## src/rtl/roulette_pkg.sv

```systemverilog
// -----------------------------------------------------------------------------
// roulette_pkg
// Shared definitions for the roulette wheel spinner:
//   - spin_state_t     : FSM state encoding (IDLE / SPIN / SETTLE / DONE)
//   - RAND_W           : width of the winning number and of the LFSR
//   - LFSR_TAP_A/B     : feedback taps of the 5-bit maximal-length LFSR
//   - LFSR_LOCKUP_FIX  : value forced into the LFSR if it ever reads zero
//   - safe_seed()      : maps an illegal all-zero seed onto LFSR_LOCKUP_FIX
// -----------------------------------------------------------------------------
package roulette_pkg;

    localparam int RAND_W = 5;

    // Fibonacci feedback: new bit 0 = lfsr[4] ^ lfsr[2] (period 31)
    localparam int LFSR_TAP_A = 4;
    localparam int LFSR_TAP_B = 2;

    localparam logic [RAND_W-1:0] LFSR_LOCKUP_FIX = 5'b00001;

    typedef enum logic [1:0] {
        IDLE   = 2'b00,
        SPIN   = 2'b01,
        SETTLE = 2'b10,
        DONE   = 2'b11
    } spin_state_t;

    // The all-zero state is a fixed point of the LFSR, so never load it.
    function automatic logic [RAND_W-1:0] safe_seed(input logic [RAND_W-1:0] seed);
        return (seed == '0) ? LFSR_LOCKUP_FIX : seed;
    endfunction

endpackage

```

## src/rtl/roulette_spinner_lfsr5.sv

```systemverilog
// -----------------------------------------------------------------------------
// lfsr5
// 5-bit Fibonacci LFSR with enable, seed load on reset and a lock-up guard.
// Ports:
//   clk  in  1      : clock, rising edge
//   rst  in  1      : asynchronous active-high reset, loads the (safe) seed
//   en   in  1      : advance the LFSR by one step this cycle
//   q    out RAND_W : current LFSR register
// -----------------------------------------------------------------------------
module lfsr5
    import roulette_pkg::*;
#(
    parameter logic [RAND_W-1:0] SEED = 5'b00001
) (
    input  logic              clk,
    input  logic              rst,
    input  logic              en,
    output logic [RAND_W-1:0] q
);

    localparam logic [RAND_W-1:0] SEED_SAFE = safe_seed(SEED);

    logic [RAND_W-1:0] lfsr_reg;
    logic [RAND_W-1:0] lfsr_next;
    logic [RAND_W-1:0] shift_val;

    // Shift towards the MSB, feedback enters at bit 0
    genvar gi;
    generate
        for (gi = 1; gi < RAND_W; gi++) begin : g_shift
            assign shift_val[gi] = lfsr_reg[gi-1];
        end
    endgenerate
    assign shift_val[0] = lfsr_reg[LFSR_TAP_A] ^ lfsr_reg[LFSR_TAP_B];

    // Zero can only appear through an upset; recover regardless of en.
    always_comb begin
        lfsr_next = lfsr_reg;
        if (lfsr_reg == '0) begin
            lfsr_next = LFSR_LOCKUP_FIX;
        end else if (en) begin
            lfsr_next = shift_val;
        end
    end

    always_ff @(posedge clk or posedge rst) begin
        if (rst) begin
            lfsr_reg <= SEED_SAFE;
        end else begin
            lfsr_reg <= lfsr_next;
        end
    end

    assign q = lfsr_reg;

endmodule

```

## src/rtl/roulette_spinner.sv

```systemverilog
// -----------------------------------------------------------------------------
// roulette_spinner
// Produces the roulette winning number (1..31). A rising edge on spin_req
// starts a wheel spin: the LFSR runs one step per clock for SPIN_CYCLES
// cycles, then one step every 4 clocks for SETTLE_STEPS steps, then stops and
// its value is latched onto randnum with a one-cycle rand_valid strobe. While
// idle the LFSR free-runs, so the result depends on when the button is hit.
// Ports:
//   Clock      in  1 : clock, rising edge
//   reset_n    in  1 : asynchronous active-high reset (historic name)
//   spin_req   in  1 : spin button level, synchronous to Clock
//   randnum    out 5 : latched winning number, 0 only before the first spin
//   rand_valid out 1 : one-cycle strobe when randnum updates
//   busy       out 1 : spin in progress (registered, ends with the strobe)
//   wheel_pos  out 5 : live LFSR value for wheel animation
// -----------------------------------------------------------------------------
module roulette_spinner
    import roulette_pkg::*;
#(
    parameter logic [RAND_W-1:0] SEED         = 5'b00001,
    parameter int                SPIN_CYCLES  = 32,
    parameter int                SETTLE_STEPS = 4
) (
    input  logic              Clock,
    input  logic              reset_n,
    input  logic              spin_req,
    output logic [RAND_W-1:0] randnum,
    output logic              rand_valid,
    output logic              busy,
    output logic [RAND_W-1:0] wheel_pos
);

    localparam logic [7:0] SPIN_LAST   = 8'(SPIN_CYCLES - 1);
    localparam logic [7:0] SETTLE_LAST = 8'(SETTLE_STEPS - 1);

    spin_state_t       state_reg, state_next;
    logic              spin_d_reg;
    logic              spin_edge;
    logic [7:0]        cnt_reg, cnt_next;
    logic [1:0]        div_reg, div_next;
    logic              lfsr_en;
    logic              latch_result;
    logic [RAND_W-1:0] lfsr_q;
    logic [RAND_W-1:0] randnum_reg;
    logic              rand_valid_reg;
    logic              busy_reg;

    // Holding the button must give exactly one spin
    assign spin_edge = spin_req & ~spin_d_reg;

    lfsr5 #(
        .SEED (SEED)
    ) u_lfsr (
        .clk (Clock),
        .rst (reset_n),
        .en  (lfsr_en),
        .q   (lfsr_q)
    );

    // cnt counts fast steps in SPIN and slow steps in SETTLE.
    always_comb begin
        state_next   = state_reg;
        cnt_next     = cnt_reg;
        div_next     = div_reg;
        lfsr_en      = 1'b0;
        latch_result = 1'b0;
        case (state_reg)
            IDLE: begin
                lfsr_en = 1'b1;
                if (spin_edge) begin
                    state_next = SPIN;
                    cnt_next   = '0;
                end
            end
            SPIN: begin
                lfsr_en = 1'b1;
                if (cnt_reg == SPIN_LAST) begin
                    state_next = SETTLE;
                    cnt_next   = '0;
                    div_next   = '0;
                end else begin
                    cnt_next = cnt_reg + 8'd1;
                end
            end
            SETTLE: begin
                div_next = div_reg + 2'd1;
                // One slow step every fourth clock
                if (div_reg == 2'd3) begin
                    lfsr_en = 1'b1;
                    if (cnt_reg == SETTLE_LAST) begin
                        state_next = DONE;
                        cnt_next   = '0;
                    end else begin
                        cnt_next = cnt_reg + 8'd1;
                    end
                end
            end
            DONE: begin
                // LFSR holds so randnum matches the wheel shown in DONE
                latch_result = 1'b1;
                state_next   = IDLE;
            end
            default: begin
                state_next = IDLE;
            end
        endcase
    end

    always_ff @(posedge Clock or posedge reset_n) begin
        if (reset_n) begin
            state_reg      <= IDLE;
            spin_d_reg     <= 1'b0;
            cnt_reg        <= '0;
            div_reg        <= '0;
            randnum_reg    <= '0;
            rand_valid_reg <= 1'b0;
            busy_reg       <= 1'b0;
        end else begin
            state_reg      <= state_next;
            spin_d_reg     <= spin_req;
            cnt_reg        <= cnt_next;
            div_reg        <= div_next;
            rand_valid_reg <= latch_result;
            if (latch_result) begin
                randnum_reg <= lfsr_q;
            end
            // Registered one cycle behind the state so busy covers the
            // strobe cycle and drops right after it.
            busy_reg <= (state_reg != IDLE);
        end
    end

    assign randnum    = randnum_reg;
    assign rand_valid = rand_valid_reg;
    assign busy       = busy_reg;
    assign wheel_pos  = lfsr_q;

endmodule

```

## config.mk

```make
export PLATFORM = sky130hd
export DESIGN_NAME = roulette_spinner
export DESIGN_NICKNAME = d
export VERILOG_FILES = /design/src/rtl/roulette_pkg.sv /design/src/rtl/roulette_spinner_lfsr5.sv /design/src/rtl/roulette_spinner.sv
export SDC_FILE = /design/constraint.sdc
export NUM_CORES = 1
export LEC_CHECK = 0
export CORE_ASPECT_RATIO = 1.75
export CORE_MARGIN = 2
export CORE_UTILIZATION = 40
export CTS_CLUSTER_SIZE = 20
export DETAILED_ROUTE_END_ITERATION = 10
export GPL_ROUTABILITY_DRIVEN = 0
export PLACE_DENSITY = 0.64
export SYNTH_ARGS = -nofsm -noshare
export SYNTH_HDL_FRONTEND = slang
export SYNTH_SLANG_ARGS = --single-unit
```

## constraint.sdc

```tcl
create_clock -name Clock -period 2.4 [get_ports Clock]
set_input_delay 0.24 -clock Clock [delete_from_list [all_inputs] [get_ports Clock]]
set_output_delay 0.24 -clock Clock [all_outputs]
set_load 0.03 [all_outputs]
```

After elaboration in Yosys (flattened, before gate mapping)
Cells that the tools add are included.
Operators by class
  add/subtract/negate cells: 2
  muxes and demuxes: 17
  bitwise logic cells: 3
  reductions and logical operators: 10
  equality and inequality tests: 10
Operator list (number)
  2-to-1 mux 8 bit: 4
  one-hot mux 8 bit (3 select lines): 1
  2-to-1 mux 2 bit: 5
  2-to-1 mux 5 bit: 2
  adder 8 x 1 -> 8 bit (second input constant): 1
  == test 8 x 2 -> 1 bit (second input constant): 1
  == test 8 x 5 -> 1 bit (second input constant): 1
  != test 2 bit (second input constant): 4
  one-hot mux 2 bit (4 select lines): 1
  == test 2 bit (second input constant): 3
  nonzero test 2 bit: 3
  zero test 5 bit: 1
  one-hot mux 2 bit (2 select lines): 1
  AND reduction 4 bit: 1
  AND reduction 3 bit: 1
  nonzero test 3 bit: 1
  adder 2 x 1 -> 2 bit (second input constant): 1
  == test 2 x 1 -> 1 bit (second input constant): 1
  zero test 2 bit: 1
  2-to-1 mux 1 bit: 2
  one-hot mux 1 bit (2 select lines): 1
  AND reduction 2 bit: 1
  OR reduction 2 bit: 1
  bitwise AND 1 bit: 1
  2 further kinds: 2
Storage, ports and cells
  output and inout port bits: 12
  input bits: 3
  word-level logic and storage cells: 50
  bits in registers: 25

Logic depth before layout (Yosys ltp)
Gate-level depths: netlist (run 1).
  word-level depth: 5
  gate-level depth with buffers: 6

Hierarchy
Synthesis (run 1) repeated with hierarchy kept, for this count alone.
Second synthesis, totals
  cell total of the unflattened synthesis: 113
  area total of the unflattened synthesis: 1281.2 sq um
Modules (own cells, without submodules)
  roulette_spinner: instances 1, cells each 97, seq. area each 500.5 sq um, area each 1071.0 sq um
  lfsr5: instances 1, cells each 16, seq. area each 126.4 sq um, area each 210.2 sq um

Least setup slack after synthesis (run 1)
OpenSTA, ideal clock, no wires.
  path type: reg2reg
  from: register cnt_reg[0]
  to: register state_reg[1]
  data arrival time: 1614 ps
  cell stages (with the launch flop): 6
  path buffers: 0
  slack: 661 ps
  cells stage by stage: dfrtp_1 ha_1 nor2b_1 a31oi_4 a2111oi_4 mux2_4
On the way
  longest elaborated chain between the ends: 3
  elaborated cells between the ends (all ways): 5
Ends and longest elaborated chain
  from (decl): line roulette_spinner.sv:39  | logic [7:0] cnt_reg, cnt_next;
  from (signal assigned): line roulette_spinner.sv:121  | cnt_reg <= cnt_next;
  == test 8 x 2 -> 1 bit or == test 8 x 5 -> 1 bit (tied branches): line roulette_spinner.sv:90, roulette_spinner.sv:77
  != test 2 bit (no source line)
  AND reduction 4 bit (no source line) (*)
  to (signal assigned): line roulette_spinner.sv:119  | state_reg <= state_next;
  to (decl): line roulette_spinner.sv:36  | spin_state_t state_reg, state_next;
Every way passes the cells marked *; elsewhere a longest branch is shown, timed or not.
A chain may end at the register's enable or synchronous reset.

Worst setup path in the final report (run 1)
  from: register cnt_reg[0]
  to: register cnt_reg[6]
On the way
  longest elaborated chain between the ends: 4
  elaborated cells between the ends (all ways): 7
Ends and longest elaborated chain
  adder 8 x 1 -> 8 bit or == test 8 x 2 -> 1 bit (tied branches): line roulette_spinner.sv:82, roulette_spinner.sv:94, roulette_spinner.sv:90
  2-to-1 mux 8 bit: line roulette_spinner.sv:90  | if (cnt_reg == SETTLE_LAST) begin
  2-to-1 mux 8 bit: line roulette_spinner.sv:88  | if (div_reg == 2'd3) begin
  one-hot mux 8 bit (3 select lines) (*): line roulette_spinner.sv:67  | case (state_reg)
Every way passes the cells marked *; elsewhere a longest branch is shown, timed or not. The select of a mux whose other input is x is not followed.

==> impl_metrics.prom, run 1 <==
# TYPE chip_impl_metric gauge
chip_impl_metric{name="grt_max_degree",unit=""} 26
chip_impl_metric{name="synth_edf_count",unit=""} 0
chip_impl_metric{name="antenna_found_initial",unit=""} 0
chip_impl_metric{name="worstRegToRegCells",unit=""} 5
chip_impl_metric{name="dr.first_iter.drc_count",unit=""} 18
chip_impl_metric{name="top_level_ports",unit=""} 15
chip_impl_metric{name="p_per_area",unit="nW/um2"} 453
chip_impl_info{name="critical_path_class",value="flip-flop to flip-flop"} 1
chip_impl_metric{name="finalWirelength",unit="um"} 2370
chip_impl_info{name="critical_path.startpoint_type",value="flip-flop"} 1
chip_impl_metric{name="gr-total-overflow",unit=""} 0
chip_impl_info{name="tritoncts_clock_tree",value="done"} 1
chip_impl_metric{name="numClockSinks",unit=""} 25
chip_impl_metric{name="cts_inserted_buffers",unit=""} 3
chip_impl_metric{name="first_pass_grt_wire_length",unit="um"} 4170
chip_impl_metric{name="syn_to_final_growth",unit="%"} 19.9
chip_impl_metric{name="standard_cell_row_count",unit=""} 27
chip_impl_metric{name="floorplan.die.height",unit="um"} 78.7
chip_impl_info{name="synth_most_common_cell",value="dfrtp_1"} 1
chip_impl_metric{name="flip_flop_and_latch_count_after_synthesis",unit=""} 25
chip_impl_metric{name="cts_max_level",unit=""} 1
chip_impl_metric{name="vias_in_the_first_global_route",unit=""} 935
chip_impl_metric{name="dpl.hpwl",unit="um"} 1810
chip_impl_metric{name="ys_warn_count",unit=""} 0
chip_impl_metric{name="clock_latency",unit="ps"} 270
chip_impl_metric{name="sequential_cell_area",unit="um2"} 627
chip_impl_metric{name="cts_hold_buf",unit=""} 0
chip_impl_metric{name="syn_std_cell_area",unit="um2"} 1270
chip_impl_metric{name="postSynthCellCount",unit=""} 111
chip_impl_metric{name="post_drt_via_cell_ratio",unit=""} 5.47
chip_impl_metric{name="die-area",unit="um2"} 3670
chip_impl_metric{name="number_of_nets_still_failing_antenna_checks_after_routing",unit=""} 0
chip_impl_info{name="rsz0062_at_grt",value="no"} 1
chip_impl_metric{name="fill_cells",unit=""} 283
chip_impl_metric{name="multiInputGateArea",unit="um2"} 622
chip_impl_metric{name="clock_path_buffers",unit=""} 2
chip_impl_metric{name="post_cts.resized_instances",unit=""} 0
chip_impl_metric{name="grt_usage",unit=""} 0.149
chip_impl_info{name="path_cells",value="ha_1 > and4_1 > a21boi_2 > o211ai_1 > o311ai_1"} 1
chip_impl_metric{name="synth_largest_type_area_fraction",unit=""} 0.471
chip_impl_info{name="worstHoldPathType",value="input port to asynchronous set/reset pin"} 1
chip_impl_metric{name="final_max_slew_viol_count",unit=""} 0
chip_impl_info{name="run_status",value="complete, no violations"} 1
chip_impl_metric{name="fin_worst_skew",unit="ps"} 3.77
chip_impl_info{name="netlist_top_cells_count",value="dfrtp_1 (24), nand2_1 (13), mux2_2 (9), o21ai_0 (7)"} 1
chip_impl_info{name="r2r-start",value="cnt_reg[0]"} 1
chip_impl_metric{name="finish.instance_area",unit="um2"} 1530
chip_impl_metric{name="cp.arrival",unit="ps"} 2050
chip_impl_metric{name="finalCriticalPeriod",unit="ps"} 1880
chip_impl_metric{name="worst_setup_hold_path_clk_slew",unit="ps"} 90
chip_impl_metric{name="cts.repair_timing.setup_buffer_count",unit=""} 0
chip_impl_metric{name="hold_ws",unit="ps"} 307
chip_impl_metric{name="drv.max_cap_violation_count",unit=""} 0
chip_impl_metric{name="detailed_place.area",unit="um2"} 1480
chip_impl_metric{name="post_synth_num_cell_types",unit=""} 35
chip_impl_metric{name="ir_worst_vdd",unit="mV"} 0.339
chip_impl_metric{name="port_buffers",unit=""} 14
chip_impl_metric{name="synth.avg_cell_area",unit="um2"} 11.5
chip_impl_metric{name="floorplan.initialDensity",unit=""} 0.410
chip_impl_metric{name="num_vias",unit=""} 946
chip_impl_metric{name="fp.coreArea",unit="um2"} 3110
chip_impl_metric{name="drive_gt1_frac",unit=""} 0.177
chip_impl_metric{name="timing.final.crit_share",unit=""} 0.785
chip_impl_metric{name="design_power_total",unit="uW"} 692
chip_impl_metric{name="avgRoutedWirePerCell",unit="um"} 13.7
chip_impl_info{name="critPathSlowestCell",value="dfrtp_1"} 1
chip_impl_metric{name="report.final.hold_viol_count",unit=""} 0
chip_impl_metric{name="max-slew-margin-rel",unit=""} 0.676
chip_impl_info{name="critPathLaunch",value="cnt_reg[0]"} 1
chip_impl_metric{name="cp.required",unit="ps"} 2570
chip_impl_metric{name="largest_register_ff_count",unit=""} 8
chip_impl_metric{name="postSynthNetCount",unit=""} 120
chip_impl_info{name="cts_root_buf",value="clkbuf_8"} 1
chip_impl_metric{name="async_reset_ff_frac",unit=""} 1.00
chip_impl_info{name="synth_top_area_cell",value="dfrtp_1"} 1
chip_impl_metric{name="post-route-drc-count",unit=""} 0
chip_impl_metric{name="dieWidth",unit="um"} 46.7
chip_impl_metric{name="pin_slew_with_the_least_headroom_to_its_limit",unit="ps"} 481
chip_impl_metric{name="setup_viol",unit=""} 0
chip_impl_metric{name="post-place-cells",unit=""} 169
chip_impl_metric{name="delay_of_the_slowest_critical_path_stage",unit="ps"} 420
chip_impl_metric{name="synth_seq_area_share",unit=""} 0.492
chip_impl_metric{name="layout.nets",unit=""} 140
chip_impl_info{name="yosys_most_used_dff",value="dfrtp_1"} 1
chip_impl_metric{name="layout.cells.non_filler",unit=""} 173
chip_impl_metric{name="fmaxAchievable",unit="GHz"} 0.531
chip_impl_info{name="critPathCaptureType",value="flip-flop"} 1
chip_impl_metric{name="leakagePower",unit="uW"} 0.000654
chip_impl_metric{name="dr.pass1.iters",unit=""} 4
chip_impl_metric{name="setup-tns-final",unit="ps"} 0
chip_impl_metric{name="timing.critical_path.fanout_max",unit=""} 7
chip_impl_info{name="leading_cell_types_by_total_area_after_synthesis",value="dfrtp_1 (47%), mux2_2 (7.9%), ha_1 (5.9%), nand2_1 (3.8%), o2111ai_1 (3.4%)"} 1
chip_impl_metric{name="antennaDiodeCount",unit=""} 0
[power breakdown]
| part | total (uW) | switching (uW) | internal (uW) | leakage, uW |
|---|---|---|---|---|
| Sequential | 422 | 0.215 | 422 | 0.000294 |
| Combinational | 14.4 | 9.96 | 4.46 | 0.000339 |
| Clock | 256 | 139 | 117 | 0.0000217 |
[worst max-delay path, delay by kind of cell (launching register included)]
family                     cells  cell delay [ps]
adders and majority gates      1              240
and+or+nand+nor                1              250
AOI/OAI and AO/OA              3              880
DFF                            1              420
[worst paths after layout]
| check | end | slack, ps |
|---|---|---|
| min | busy | 310 |
| max | cnt_reg[6] | 520 |
| min reg2reg | randnum[0] | 510 |
| max in group asynchronous | u_lfsr.q[0] | 1790 |
| max reg2reg | cnt_reg[6] | 520 |
| min in group Clock | spin_d_reg | 440 |
[layout by cell type (no fill, tap or decap), types with 2 or more instances in the layout]
cell	n
nor2_1	5
dfrtp_1	24
a21oi_1	3
o21ai_0	7
nand3_1	3
clkdlybuf4s50_1	14
inv_1	6
mux2_2	9
ha_1	6
nand2_1	13
nor2b_1	2
clkbuf_8	3
buf_4	2
o211ai_1	3
o311ai_1	2
nor3_1	2
o2111ai_1	5
[metrics by stage]
stage	util	setup WS, ps
CTS	0.492	536
floorplan	-	661
global route	0.492	319
global placement	0.476	577
detailed placement	0.476	541
finish	0.492	517
[cell families (layout without fill, tap and decap cells)]
family                   count (synthesis)  in the layout  synth area share
AND/OR/NAND/NOR                         32             32             0.128
AO/OA/AOI/OAI                           30             30             0.202
multiplexers                            11             11            0.0991
flip-flops                              25             25             0.492
buffers and inverters                    7             26            0.0206
adder cells (fa/ha/maj)                  6              6            0.0589
[final cells by class]
cell class	instances	share of cell area
sequential	25	0.410
tap	43	0.0352
clock buffer	3	0.0270
inverter	6	0.0147
clock inverter	1	0.00491
timing repair buffer	16	0.101
multi-input combinational	79	0.407
[routing by layer]
metal | global-route usage | part of all wire | up-vias
met5 | 0 | 0 | -
met1 | 0.169 | 0.41 | 469
met3 | 0.0138 | 0.028 | 2
met4 | 0.0472 | 0.0089 | 0
met2 | 0.274 | 0.55 | 22
li1 | - | - | 453
(Power assumes the default switching activity.)
==> inputs of run 2 (changes only) <==
==> constraint.sdc (replaced) <==
create_clock -name Clock -period 1.82 [get_ports Clock]
set_input_delay 0.182 -clock Clock [delete_from_list [all_inputs] [get_ports Clock]]
set_output_delay 0.182 -clock Clock [all_outputs]
set_load 0.03 [all_outputs]
==> run 2 against run 1 <==
Die area stayed put. Global-route usage is 1.0 points higher. First-iteration DRC count is 140% higher. The flow now finishes with violations (setup timing). Critical path type unchanged. Wire length is 17% higher. Highest routed layer unchanged.
==> impl_metrics.prom, run 2 (synthesis gave the netlist of run 1 again) <==
# TYPE chip_impl_metric gauge
chip_impl_info{name="worstHoldPathType",value="input port to asynchronous set/reset pin"} 1
chip_impl_metric{name="setup_viol",unit=""} 1
chip_impl_metric{name="cp.arrival",unit="ps"} 2020
chip_impl_metric{name="floorplan.initialDensity",unit=""} 0.410
chip_impl_metric{name="share_comb_of_total_power",unit=""} 0.021
chip_impl_metric{name="standard_cell_row_count",unit=""} 27
chip_impl_metric{name="dr.first_iter.drc_count",unit=""} 43
chip_impl_metric{name="top_level_ports",unit=""} 15
chip_impl_metric{name="grt_max_degree",unit=""} 26
chip_impl_metric{name="cts_inserted_buffers",unit=""} 3
chip_impl_info{name="rsz0062_at_grt",value="yes"} 1
chip_impl_metric{name="grt_usage",unit=""} 0.159
chip_impl_info{name="critical_path.startpoint_type",value="flip-flop"} 1
chip_impl_metric{name="power_switching",unit="uW"} 195
chip_impl_info{name="critPathCaptureType",value="flip-flop"} 1
chip_impl_metric{name="dpl.hpwl",unit="um"} 1930
chip_impl_metric{name="clock_path_buffers",unit=""} 2
chip_impl_metric{name="worst_setup_hold_path_clk_slew",unit="ps"} 90
chip_impl_metric{name="setup-tns-final",unit="ps"} -8.90
chip_impl_metric{name="cts_max_level",unit=""} 1
chip_impl_metric{name="final_max_slew_viol_count",unit=""} 0
chip_impl_info{name="violations",value="setup timing"} 1
chip_impl_metric{name="drive_gt1_frac",unit=""} 0.353
chip_impl_metric{name="fmaxAchievable",unit="GHz"} 0.547
chip_impl_metric{name="design_power_total",unit="uW"} 912
chip_impl_metric{name="sequentialPowerShare",unit=""} 0.610
chip_impl_metric{name="ir_worst_vdd",unit="mV"} 0.506
chip_impl_metric{name="final_worst_setup_slack",unit="ps"} -8.90
chip_impl_info{name="critical_path_class",value="flip-flop to flip-flop"} 1
chip_impl_metric{name="timing.final.crit_share",unit=""} 1.00
chip_impl_metric{name="num_vias",unit=""} 1040
chip_impl_metric{name="die-area",unit="um2"} 3670
chip_impl_metric{name="switching_share",unit=""} 0.214
chip_impl_metric{name="fp.coreArea",unit="um2"} 3110
chip_impl_metric{name="drv.max_cap_violation_count",unit=""} 0
chip_impl_metric{name="leakagePower",unit="uW"} 0.000768
chip_impl_metric{name="cp.required",unit="ps"} 2010
chip_impl_metric{name="avgRoutedWirePerCell",unit="um"} 14.4
chip_impl_metric{name="number_of_nets_still_failing_antenna_checks_after_routing",unit=""} 0
chip_impl_metric{name="finalCriticalPeriod",unit="ps"} 1830
chip_impl_metric{name="first_pass_grt_wire_length",unit="um"} 4310
chip_impl_info{name="run_status",value="finished, violations left"} 1
chip_impl_metric{name="vias_in_the_first_global_route",unit=""} 1013
chip_impl_metric{name="max-slew-margin-rel",unit=""} 0.744
chip_impl_info{name="final_common_cell",value="dfrtp_1"} 1
chip_impl_metric{name="syn_to_final_growth",unit="%"} 37.7
chip_impl_metric{name="post_drt_via_cell_ratio",unit=""} 5.39
chip_impl_metric{name="gr-total-overflow",unit=""} 0
chip_impl_metric{name="dr.pass1.iters",unit=""} 4
chip_impl_metric{name="layout.nets",unit=""} 160
chip_impl_metric{name="hold_ws",unit="ps"} 259
chip_impl_metric{name="antenna_found_initial",unit=""} 0
chip_impl_metric{name="numClockSinks",unit=""} 25
chip_impl_metric{name="dp_worst_setup_slack",unit="ps"} -18.5
chip_impl_metric{name="floorplan.die.height",unit="um"} 78.7
chip_impl_metric{name="clock_latency",unit="ps"} 270
chip_impl_info{name="cts_root_buf",value="clkbuf_8"} 1
chip_impl_metric{name="report.final.hold_viol_count",unit=""} 0
chip_impl_info{name="mostFrequentLayoutCells",value="dfrtp_1 (22), buf_4 (19), clkdlybuf4s50_1 (14)"} 1
chip_impl_metric{name="largest_register_ff_count",unit=""} 8
chip_impl_metric{name="port_buffers",unit=""} 14
chip_impl_metric{name="p_per_area",unit="nW/um2"} 519
chip_impl_metric{name="fin_worst_skew",unit="ps"} 2.46
chip_impl_metric{name="cell_internal_pwr",unit="uW"} 717
chip_impl_metric{name="antennaDiodeCount",unit=""} 0
chip_impl_info{name="tritoncts_clock_tree",value="done"} 1
chip_impl_metric{name="clock_power_share",unit=""} 0.369
chip_impl_metric{name="finalWirelength",unit="um"} 2770
chip_impl_metric{name="pin_slew_with_the_least_headroom_to_its_limit",unit="ps"} 382
chip_impl_metric{name="dieWidth",unit="um"} 46.7
chip_impl_metric{name="timing.critical_path.fanout_max",unit=""} 5
chip_impl_metric{name="post-route-drc-count",unit=""} 0
run 2: cell count changes in the layout (fill, tap and decap cells not counted), sizes merged:
cell  delta
buf     +20
run 2: layer usage:
metal / global-route usage / up-vias / routed length (um) / part of all wire
met3: 0.0207 / 8 / 68 / 0.025
met4: 0.0583 / 0 / 76 / 0.027
li1: - / 490 / - / -
met2: 0.293 / 28 / 1560 / 0.56
met1: 0.172 / 514 / 1070 / 0.38
met5: 0 / - / 0 / 0
run 2: through the flow:
| stage | instance area [um2] | util | instances |
|---|---|---|---|
| CTS | 1600 | 0.515 | 182 |
| detailed placement | 1550 | 0.498 | 178 |
| floorplan | 1270 | - | 111 |
| global route | 1760 | 0.565 | 193 |
| global placement | 1550 | 0.498 | 178 |
| finish | 1760 | 0.565 | 193 |
run 2: worst paths after layout:
| path | from | to | slack [ps] | cells after the start |
|---|---|---|---|---|
| max | cnt_reg[0] | state_reg[0] | -9 | 7 |
| min | reset_n | rand_valid | 260 | 3 |
| max reg2reg | cnt_reg[0] | state_reg[0] | -9 | 7 |
| min reg2reg | randnum[1] | randnum[1] | 510 | 1 |
| max in group asynchronous | reset_n | u_lfsr.q[0] | 1270 | 3 |
| min in group Clock | spin_req | spin_d_reg | 390 | 1 |
run 2: critical path: stages (launching register included):
cell and delay, ps:
dfrtp_1 420, ha_4 170, and4_4 260, a21boi_4 80
buf_6 120, a2111oi_4 320, buf_4 180, mux2i_2 200
run 2: layout make-up:
| class | instances | area, um2 |
|---|---|---|
| fillers | 275 | 1350 |
| inverters | 6 | 22.5 |
| flip-flops and latches | 25 | 629 |
| clock buffers | 3 | 41.3 |
| clock inverters | 1 | 7.51 |
| well taps | 43 | 53.8 |
| repair buffers | 36 | 325 |
| multi-input cells | 79 | 676 |
run 2: power groups by stage:
stage | clock network, uW | registers (uW) | logic, uW
2_1_floorplan | 0 | 567 | 10.3
6_report | 336 | 556 | 19.3
5_1_grt | 362 | 556 | 22.5
3_5_place_dp | 0 | 567 | 20.4
3_3_place_gp | 0 | 567 | 19.9
4_1_cts | 346 | 556 | 20.5
run 2: what timing repair did:
action | 4_1_cts | 5_1_grt
setup buffers | 0 | 11
pin swaps | 0 | 7
endpoints found under the setup margin | 2 | 14
resized for setup | 2 | 14
hold buffers | 0 | 0
cloned | 0 | 0
